==> config.mk <==
export PLATFORM = sky130hd
export DESIGN_NAME = hue_cycle_controller
export DESIGN_NICKNAME = d
export VERILOG_FILES = /design/src/rtl/hue_cycle_controller.sv
export SDC_FILE = /design/constraint.sdc
export NUM_CORES = 1
export LEC_CHECK = 0
export CAP_MARGIN = 20
export CORE_MARGIN = 2
export CORE_UTILIZATION = 37
export DETAILED_ROUTE_END_ITERATION = 10
export HOLD_SLACK_MARGIN = 0.05
export PLACE_DENSITY = 0.62
export SETUP_SLACK_MARGIN = 0.05
export SLEW_MARGIN = 20
export SYNTH_ARGS = -nofsm -noshare
export SYNTH_HDL_FRONTEND = slang
export SYNTH_SLANG_ARGS = --single-unit
==> constraint.sdc <==
create_clock -name clk -period 2.7 [get_ports clk]
set_input_delay 0.54 -clock clk [delete_from_list [all_inputs] [get_ports clk]]
set_output_delay 0.54 -clock clk [all_outputs]
set_load 0.005 [all_outputs]
==> src/rtl/hue_cycle_controller.sv <==
// Drives the RGB PWM channels around a 6-segment hue wheel from one shared PWM counter.
// Duties reload only on the last clk of a PWM period, so a period never changes duty midway.
module hue_cycle_controller #(
  parameter int unsigned PWM_INTERVAL = 1200,
  parameter int unsigned DUTY_STEP    = 8
) (
  input  logic       clk,
  input  logic       rst,
  input  logic       enable,
  output logic       led_r,
  output logic       led_g,
  output logic       led_b,
  output logic [2:0] segment,
  output logic       pwm_tick
);

  localparam int unsigned DUTY_W = $clog2(PWM_INTERVAL + 1);
  localparam int unsigned N      = PWM_INTERVAL / DUTY_STEP;
  localparam int unsigned KW     = (N > 1) ? $clog2(N) : 1;

  localparam logic [DUTY_W-1:0] MAX_DUTY = DUTY_W'(PWM_INTERVAL);
  localparam logic [DUTY_W-1:0] LAST_CNT = DUTY_W'(PWM_INTERVAL - 1);
  localparam logic [DUTY_W-1:0] STEP     = DUTY_W'(DUTY_STEP);
  localparam logic [KW-1:0]     LAST_K   = KW'(N - 1);

  logic [DUTY_W-1:0] cnt_q, cnt_d;
  logic [KW-1:0]     k_q, k_d;
  logic [2:0]        seg_q, seg_d;
  logic [DUTY_W-1:0] ramp_q, ramp_d;
  logic [DUTY_W-1:0] duty_r_q, duty_r_d;
  logic [DUTY_W-1:0] duty_g_q, duty_g_d;
  logic [DUTY_W-1:0] duty_b_q, duty_b_d;
  logic              led_r_q, led_g_q, led_b_q;
  logic              tick;
  logic [DUTY_W-1:0] up, dn;

  always_comb begin
    tick     = enable && (cnt_q == LAST_CNT);
    cnt_d    = cnt_q;
    k_d      = k_q;
    seg_d    = seg_q;
    ramp_d   = ramp_q;
    duty_r_d = duty_r_q;
    duty_g_d = duty_g_q;
    duty_b_d = duty_b_q;
    up       = '0;
    dn       = '0;

    if (enable) begin
      cnt_d = tick ? '0 : cnt_q + 1'b1;
    end

    if (tick) begin
      if (k_q == LAST_K) begin
        k_d    = '0;
        ramp_d = '0;
        seg_d  = (seg_q == 3'd5) ? 3'd0 : seg_q + 3'd1;
      end else begin
        k_d    = k_q + 1'b1;
        ramp_d = ramp_q + STEP;
      end

      // ramp_d already equals k_next * DUTY_STEP, so no multiplier is needed
      up = ramp_d;
      dn = MAX_DUTY - ramp_d;
      unique case (seg_d)
        3'd0: begin duty_r_d = MAX_DUTY; duty_g_d = up;       duty_b_d = '0;       end
        3'd1: begin duty_r_d = dn;       duty_g_d = MAX_DUTY; duty_b_d = '0;       end
        3'd2: begin duty_r_d = '0;       duty_g_d = MAX_DUTY; duty_b_d = up;       end
        3'd3: begin duty_r_d = '0;       duty_g_d = dn;       duty_b_d = MAX_DUTY; end
        3'd4: begin duty_r_d = up;       duty_g_d = '0;       duty_b_d = MAX_DUTY; end
        3'd5: begin duty_r_d = MAX_DUTY; duty_g_d = '0;       duty_b_d = dn;       end
        default: begin duty_r_d = MAX_DUTY; duty_g_d = '0; duty_b_d = '0; end
      endcase
    end
  end

  always_ff @(posedge clk or posedge rst) begin
    if (rst) begin
      cnt_q    <= '0;
      k_q      <= '0;
      seg_q    <= '0;
      ramp_q   <= '0;
      duty_r_q <= MAX_DUTY;
      duty_g_q <= '0;
      duty_b_q <= '0;
      led_r_q  <= 1'b0;
      led_g_q  <= 1'b0;
      led_b_q  <= 1'b0;
    end else begin
      cnt_q    <= cnt_d;
      k_q      <= k_d;
      seg_q    <= seg_d;
      ramp_q   <= ramp_d;
      duty_r_q <= duty_r_d;
      duty_g_q <= duty_g_d;
      duty_b_q <= duty_b_d;
      led_r_q  <= enable && (cnt_q < duty_r_q);
      led_g_q  <= enable && (cnt_q < duty_g_q);
      led_b_q  <= enable && (cnt_q < duty_b_q);
    end
  end

  assign led_r    = led_r_q;
  assign led_g    = led_g_q;
  assign led_b    = led_b_q;
  assign segment  = seg_q;
  assign pwm_tick = tick;

endmodule

== Word level (Yosys, flattened, before mapping) ==
Index checks and enable logic that the tools add are counted.
W data, S select, Z words.

* Register bits: 69
* Input port bits: 3

* Add/sub/neg operators: 5
* $lt $le $gt $ge: 3
* Equality and inequality tests: 8
* Mux-type cells: 10
* Reductions and logical operators: 8

{| class="wikitable"
|+ Operators with widths
! operator !! count
|-
| $pmux W11 S3 || 3
|-
| $lt A11 B11 Y1 || 3
|-
| $mux W11 || 3
|-
| $add A11 B1 Y11 const B || 1
|-
| $add A11 B4 Y11 const B || 1
|-
| $eq A11 B11 Y1 const B || 1
|-
| $sub A11 B11 Y11 const A || 1
|-
| $eq A3 B3 Y1 const B || 3
|-
| $mux W3 || 3
|-
| $add A8 B1 Y8 const B || 1
|-
| $eq A8 B8 Y1 const B || 1
|-
| $mux W8 || 1
|-
| $eq A3 B2 Y1 const B || 2
|-
| $reduce_or A2 Y1 || 3
|-
| $logic_and A1 B1 Y1 || 4
|-
| $add A3 B1 Y3 const B || 1
|-
| $eq A3 B1 Y1 const B || 1
|-
| $logic_not A3 Y1 || 1
|}

== Depth between registers and ports, before layout ==
* Depth in word-level cells: 7
* Depth in mapped cells: 14

== Worst setup path after synthesis ==
No wires, ideal clock.

* Path type: reg-to-reg
* Start point: register k_q[0]
* End point: register duty_g_q[10]
* Arrival time: 2.706 ns
* Required time: 2.566 ns
* Slack: -0.141 ns
* Stages on the path, launching flop included: 14
* Period minus slack after synthesis: 2.841 ns
* Cells stage by stage: dfrtp_1 > ha_1 > and3b_1 > nand2_1 > clkbuf_1 > nand2_1 > ha_1 > clkbuf_1 > nand3b_1 > nand3_1 > a211o_1 > o21a_1 > o21ai_0 > o221ai_2

* Word-level cells in the longest chain between the ends: 6

{| class="wikitable"
|+ Ends and longest elaborated chain
! what !! line !! text
|-
| start: declaration || 27 || <nowiki>logic [KW-1:0] k_q, k_d;</nowiki>
|-
| start signal: assignment || 92 || <nowiki>k_q <= k_d;</nowiki>
|-
| $eq A8 B8 Y1 * || 54 || <nowiki>if (k_q == LAST_K) begin</nowiki>
|-
| parallel branches: the longest is 4 deep, another holds $sub A11 B11 Y11 || n/a ||
|-
| $pmux W11 S3 * || 66 || <nowiki>unique case (seg_d)</nowiki>
|-
| end signal: assignment || 96 || <nowiki>duty_g_q <= duty_g_d;</nowiki>
|-
| end: declaration || 31 || <nowiki>logic [DUTY_W-1:0] duty_g_q, duty_g_d;</nowiki>
|}

Mark *: on every way between the ends. The select of a mux whose other input is x is not followed.
A chain may end at the register's enable or synchronous reset.

== Worst setup path in the final report ==
* Start point: register k_q[1]
* End point: register duty_r_q[8]

* Word-level cells in the longest chain between the ends: 6

{| class="wikitable"
|+ Ends and longest elaborated chain
! what !! line !! text
|-
| $eq A8 B8 Y1 * || 54 ||
|-
| parallel branches: the longest is 4 deep, another holds $sub A11 B11 Y11 || n/a ||
|-
| $pmux W11 S3 * || 66 ||
|-
| end signal: assignment || 95 || <nowiki>duty_r_q <= duty_r_d;</nowiki>
|-
| end: declaration || 30 || <nowiki>logic [DUTY_W-1:0] duty_r_q, duty_r_d;</nowiki>
|}

Marked as above.

==> impl_table.tex <==
\begin{tabular}{lr}
\hline
Metric & Value \\
\hline
\multicolumn{2}{l}{\textbf{Finish}} \\
\quad Net count reported at finish & 601 \\
\quad Share of post-route cells with drive strength above 1 & 12.3\% \\
\quad Antenna Diode Count & 0 \\
\quad Final core utilization & 44.6\% \\
\quad Relative area change from synthesis to final layout & 17.3\% \\
\quad Most frequent standard cell in the layout excluding fill and tap cells & dfrtp\_1 \\
\quad Most used cells in the layout excluding fill and tap cells & dfrtp\_1, nand2\_1, o21ai\_0 \\
\quad Filler cells & 1173 \\
\multicolumn{2}{l}{\textbf{Setup path}} \\
\quad Worst setup path class & flip-flop to flip-flop \\
\quad Type of element launching the critical path & flip-flop \\
\quad Worst Setup End Kind & flip-flop \\
\quad Largest fanout on the critical path & 6 \\
\quad Arrival time worst endpoint & 2.69 ns \\
\quad Req. time, crit path & 2.91 ns \\
\quad Critical Path, Cell by Cell & inv\_1 -> ha\_1 -> and3b\_1 -> nand2\_2 -> nand2\_1 -> ha\_1 -> nand3b\_1 -> nand3\_1 -> a211o\_1 -> nor2b\_1 -> o211ai\_1 -> o211ai\_1 \\
\quad Stage delay of the slowest cell on the critical path & 0.39 ns \\
\quad Critical-path cell with the highest stage delay & dfrtp\_1 \\
\multicolumn{2}{l}{\textbf{Die}} \\
\quad Die Span Y & 115 µm \\
\quad Site row count & 40 \\
\quad Chip width & 115 µm \\
\quad Initial core utilization & 38.0\% \\
\quad Area of the core region & 12000 µm² \\
\quad Total die area & 13300 µm² \\
\quad I/O pins & 10 \\
\multicolumn{2}{l}{\textbf{Power}} \\
\quad Part of the total power dissipated in combinational logic & 11.4\% \\
\quad Fraction of power spent switching nets & 24.8\% \\
\quad Net switching power figure & 720 µW \\
\quad Leak & 0.00235 µW \\
\quad Power density cells & 541 nW/µm² \\
\quad Part of the total power dissipated in sequential elements & 40.4\% \\
\quad Int Pwr & 2180 µW \\
\quad Highest ir drop seen on vdd & 0.274 mV \\
\quad Clock share of power & 48.3\% \\
\multicolumn{2}{l}{\textbf{Yosys}} \\
\quad Async SR Flop Fraction & 100\% \\
\quad Combinational family with the most area after synthesis & compound AO/OA/AOI/OAI gates \\
\quad Number of nets in the synthesized netlist & 572 \\
\quad Synth top area share & 35.6\% \\
\quad Leading register cell type out of synthesis & dfrtp\_1 \\
\quad Cells after Synth & 534 \\
\quad Largest cells by area after synthesis & dfrtp\_1, ha\_1, o21ai\_0 \\
\quad Multiplexer fraction of the synthesized cell area & 0.493\% \\
\quad XOR/XNOR share of the synthesized area & 4.41\% \\
\quad Number of enable flip-flop cells after synthesis & 0 \\
\quad Yosys cell types & 57 \\
\quad Adder-cell area share of the yosys netlist & 9.59\% \\
\quad Largest area contributor in the synthesized netlist & dfrtp\_1 \\
\quad Complex-gate fraction of the synthesized area & 22.7\% \\
\quad Mean instance size in the synthesized netlist & 8.55 µm² \\
\quad Syn Std Cell Area & 4570 µm² \\
\quad Register bit count reported by yosys & 69 \\
\quad Post-synthesis sequential area ratio & 37.9\% \\
\quad Share of synthesized cell area in and, or, nand and nor gates & 18.8\% \\
\quad Ys Warns & 0 \\
\multicolumn{2}{l}{\textbf{Timing}} \\
\quad Total negative setup slack & 0 ns \\
\quad Final period utilization & 91.9\% \\
\quad Clock tree skew after final layout & 0.00570 ns \\
\quad Finish-stage setup viols & 0 \\
\quad Slew HR & 50.6\% \\
\quad Unrepaired setup endpoints after global routing & no \\
\quad PnR worst setup slack & 0.219 ns \\
\quad Final Max Slew Viols & 0 \\
\quad WHS & 0.478 ns \\
\quad Maximum achievable frequency & 403 MHz \\
\quad Final hold viol count & 0 \\
\quad Slew at the pin closest to its max-slew limit & 0.736 ns \\
\quad Post-route minimum period & 2.48 ns \\
\multicolumn{2}{l}{\textbf{Routing}} \\
\quad Vias post-DR & 3995 \\
\quad Average wire per standard cell & 17.0 µm \\
\quad Detail-routed via count per cell & 5.59 \\
\quad Residual DRC count & 0 \\
\quad Iteration-0 DRC count of the detailed router & 398 \\
\quad Total routed wirelength & 12200 µm \\
\quad Count of TritonRoute iterations in the first routing pass & 5 \\
\quad Count of antenna-violating nets left after detailed routing & 0 \\
\multicolumn{2}{l}{\textbf{Placed design}} \\
\quad I/O Buffers & 9 \\
\quad Placer's final routability congestion estimate & 0.988 \\
\quad Post-placement setup slack & 0.00580 ns \\
\quad Detailed placer's ending HPWL & 8940 µm \\
\multicolumn{2}{l}{\textbf{Global routing}} \\
\quad Maximum number of pins on one net before global-route repair & 48 \\
\quad Number of global-route vias before repair & 3949 \\
\quad Global-route wire length before repair & 20400 µm \\
\quad Number of antenna violations at the first check in global routing & 0 \\
\quad Gr usage total & 19.8\% \\
\quad Remaining global-route overflow & 0 \\
\multicolumn{2}{l}{\textbf{Clocking}} \\
\quad Number of buffers inserted by hold repair at cts & 0 \\
\quad CTS Sinks & 69 \\
\quad Worst-case clock buffer depth & 2 \\
\quad Library cell used as clock root buffer & clkbuf\_16 \\
\quad Clock transition at the registers of the reported paths & 0.06 ns \\
\quad Cts bufs inserted & 9 \\
\quad CTS H-tree lvls & 3 \\
\quad TritonCTS clock tree & yes \\
\quad Latest clock arrival within the worst-skew pair & 0.34 ns \\
\multicolumn{2}{l}{\textbf{Hold path}} \\
\quad Worst hold path type & flip-flop to flip-flop \\
\multicolumn{2}{l}{\textbf{Job}} \\
\quad MaxCap Viol Count & 0 \\
\multicolumn{2}{l}{\textbf{Status}} \\
\quad Outcome & complete, no violations \\
\hline
\end{tabular}
[sequential cells by signal, summed over array words and instances (netlist names)]
signal	cells
cnt_q	11
duty_b_q	11
duty_g_q	11
duty_r_q	11
k_q	8
led_b	1
led_g	1
led_r	1
ramp_q	11
segment	3
[synth_stat cells (all sizes together), types with 6 or more instances]
cell and n:
xor2 13, clkbuf 14, dfrtp 65, o31ai 8
buf 13, a21oi 28, a21o 8, nor3 7
o211ai 8, a22oi 7, or3 6, nand2 59
inv 41, ha 35, a211oi 11, nor2 42
nand4 6, o21a 6, xnor2 10, nand2b 7
nand3 23, o21ai 55, o22ai 6
[final timing paths]
path / from / to / slack [ns] / cells past startpoint
setup / recovery: k_q[1] / duty_r_q[8] / 0.22 / 12
hold reg to reg: duty_g_q[0] / duty_g_q[0] / 0.48 / 2
min in group asynchronous: rst / k_q[4] / 0.57 / 2
max in group asynchronous: rst / duty_r_q[10] / 1.45 / 3
setup reg to reg: k_q[1] / duty_r_q[8] / 0.22 / 12
hold / removal: duty_g_q[0] / duty_g_q[0] / 0.48 / 2
[area by class of cell]
cell class	instances	area [µm²]	share of cell area [%]
Clock buffer	11	243	4.53
Clock inverter	5	106	1.99
Multi-Input combinational cell	397	2570	48.0
Sequential cell	69	1730	32.3
Timing Repair Buffer	45	369	6.89
Tap cell	147	184	3.43
Inverter	41	154	2.87
[cell families after synthesis]
| family | count (synthesis) |
|---|---|
| compound gates | 163 |
| simple gates | 174 |
| xor+xnor | 23 |
| fa+ha+maj | 35 |
| mux | 2 |
| buf+inv | 68 |
| flops | 69 |
[metrics by stage]
step                      area, µm²  std cells  total power [µW]
after detailed placement       4980        696              1520
after global placement         4980        696              1500
after global routing           5360        715              3020
after CTS                      5330        712              2920
final                          5360        715              2900
after floorplan                4580        534              1400
[power by group through the flow]
stage               sequential, µW  clock (µW)  combinational (µW)
finish                        1170        1400                 330
global route                  1180        1470                 379
CTS                           1170        1420                 338
detailed placement            1190           0                 334
global placement              1180           0                 315
floorplan                     1170           0                 230
[critical path: cells and delay by family, from the launching register on]
family          cells  cell delay, ns
simple gates        6            0.83
compound gates      3            0.66
fa+ha+maj           2            0.40
flops               1            0.39
buf+inv             1            0.07
[routing by layer]
metal / track usage, % / part of all wire [%] / vias to the layer above
li1: - / - / 1961
met1: 27.6 / 48 / 1908
met2: 30.3 / 45 / 104
met3: 4.90 / 4.6 / 22
met4: 6.18 / 2.3 / 0
met5: 0 / 0 / -
[repair_timing]
item,in CTS,in global routing
buffers inserted,0,2
endpoints found under the setup margin,1,5
gates resized for setup,2,1
gates cloned,0,0
pin swaps,0,1
Power figures use the tool's default switching activity.
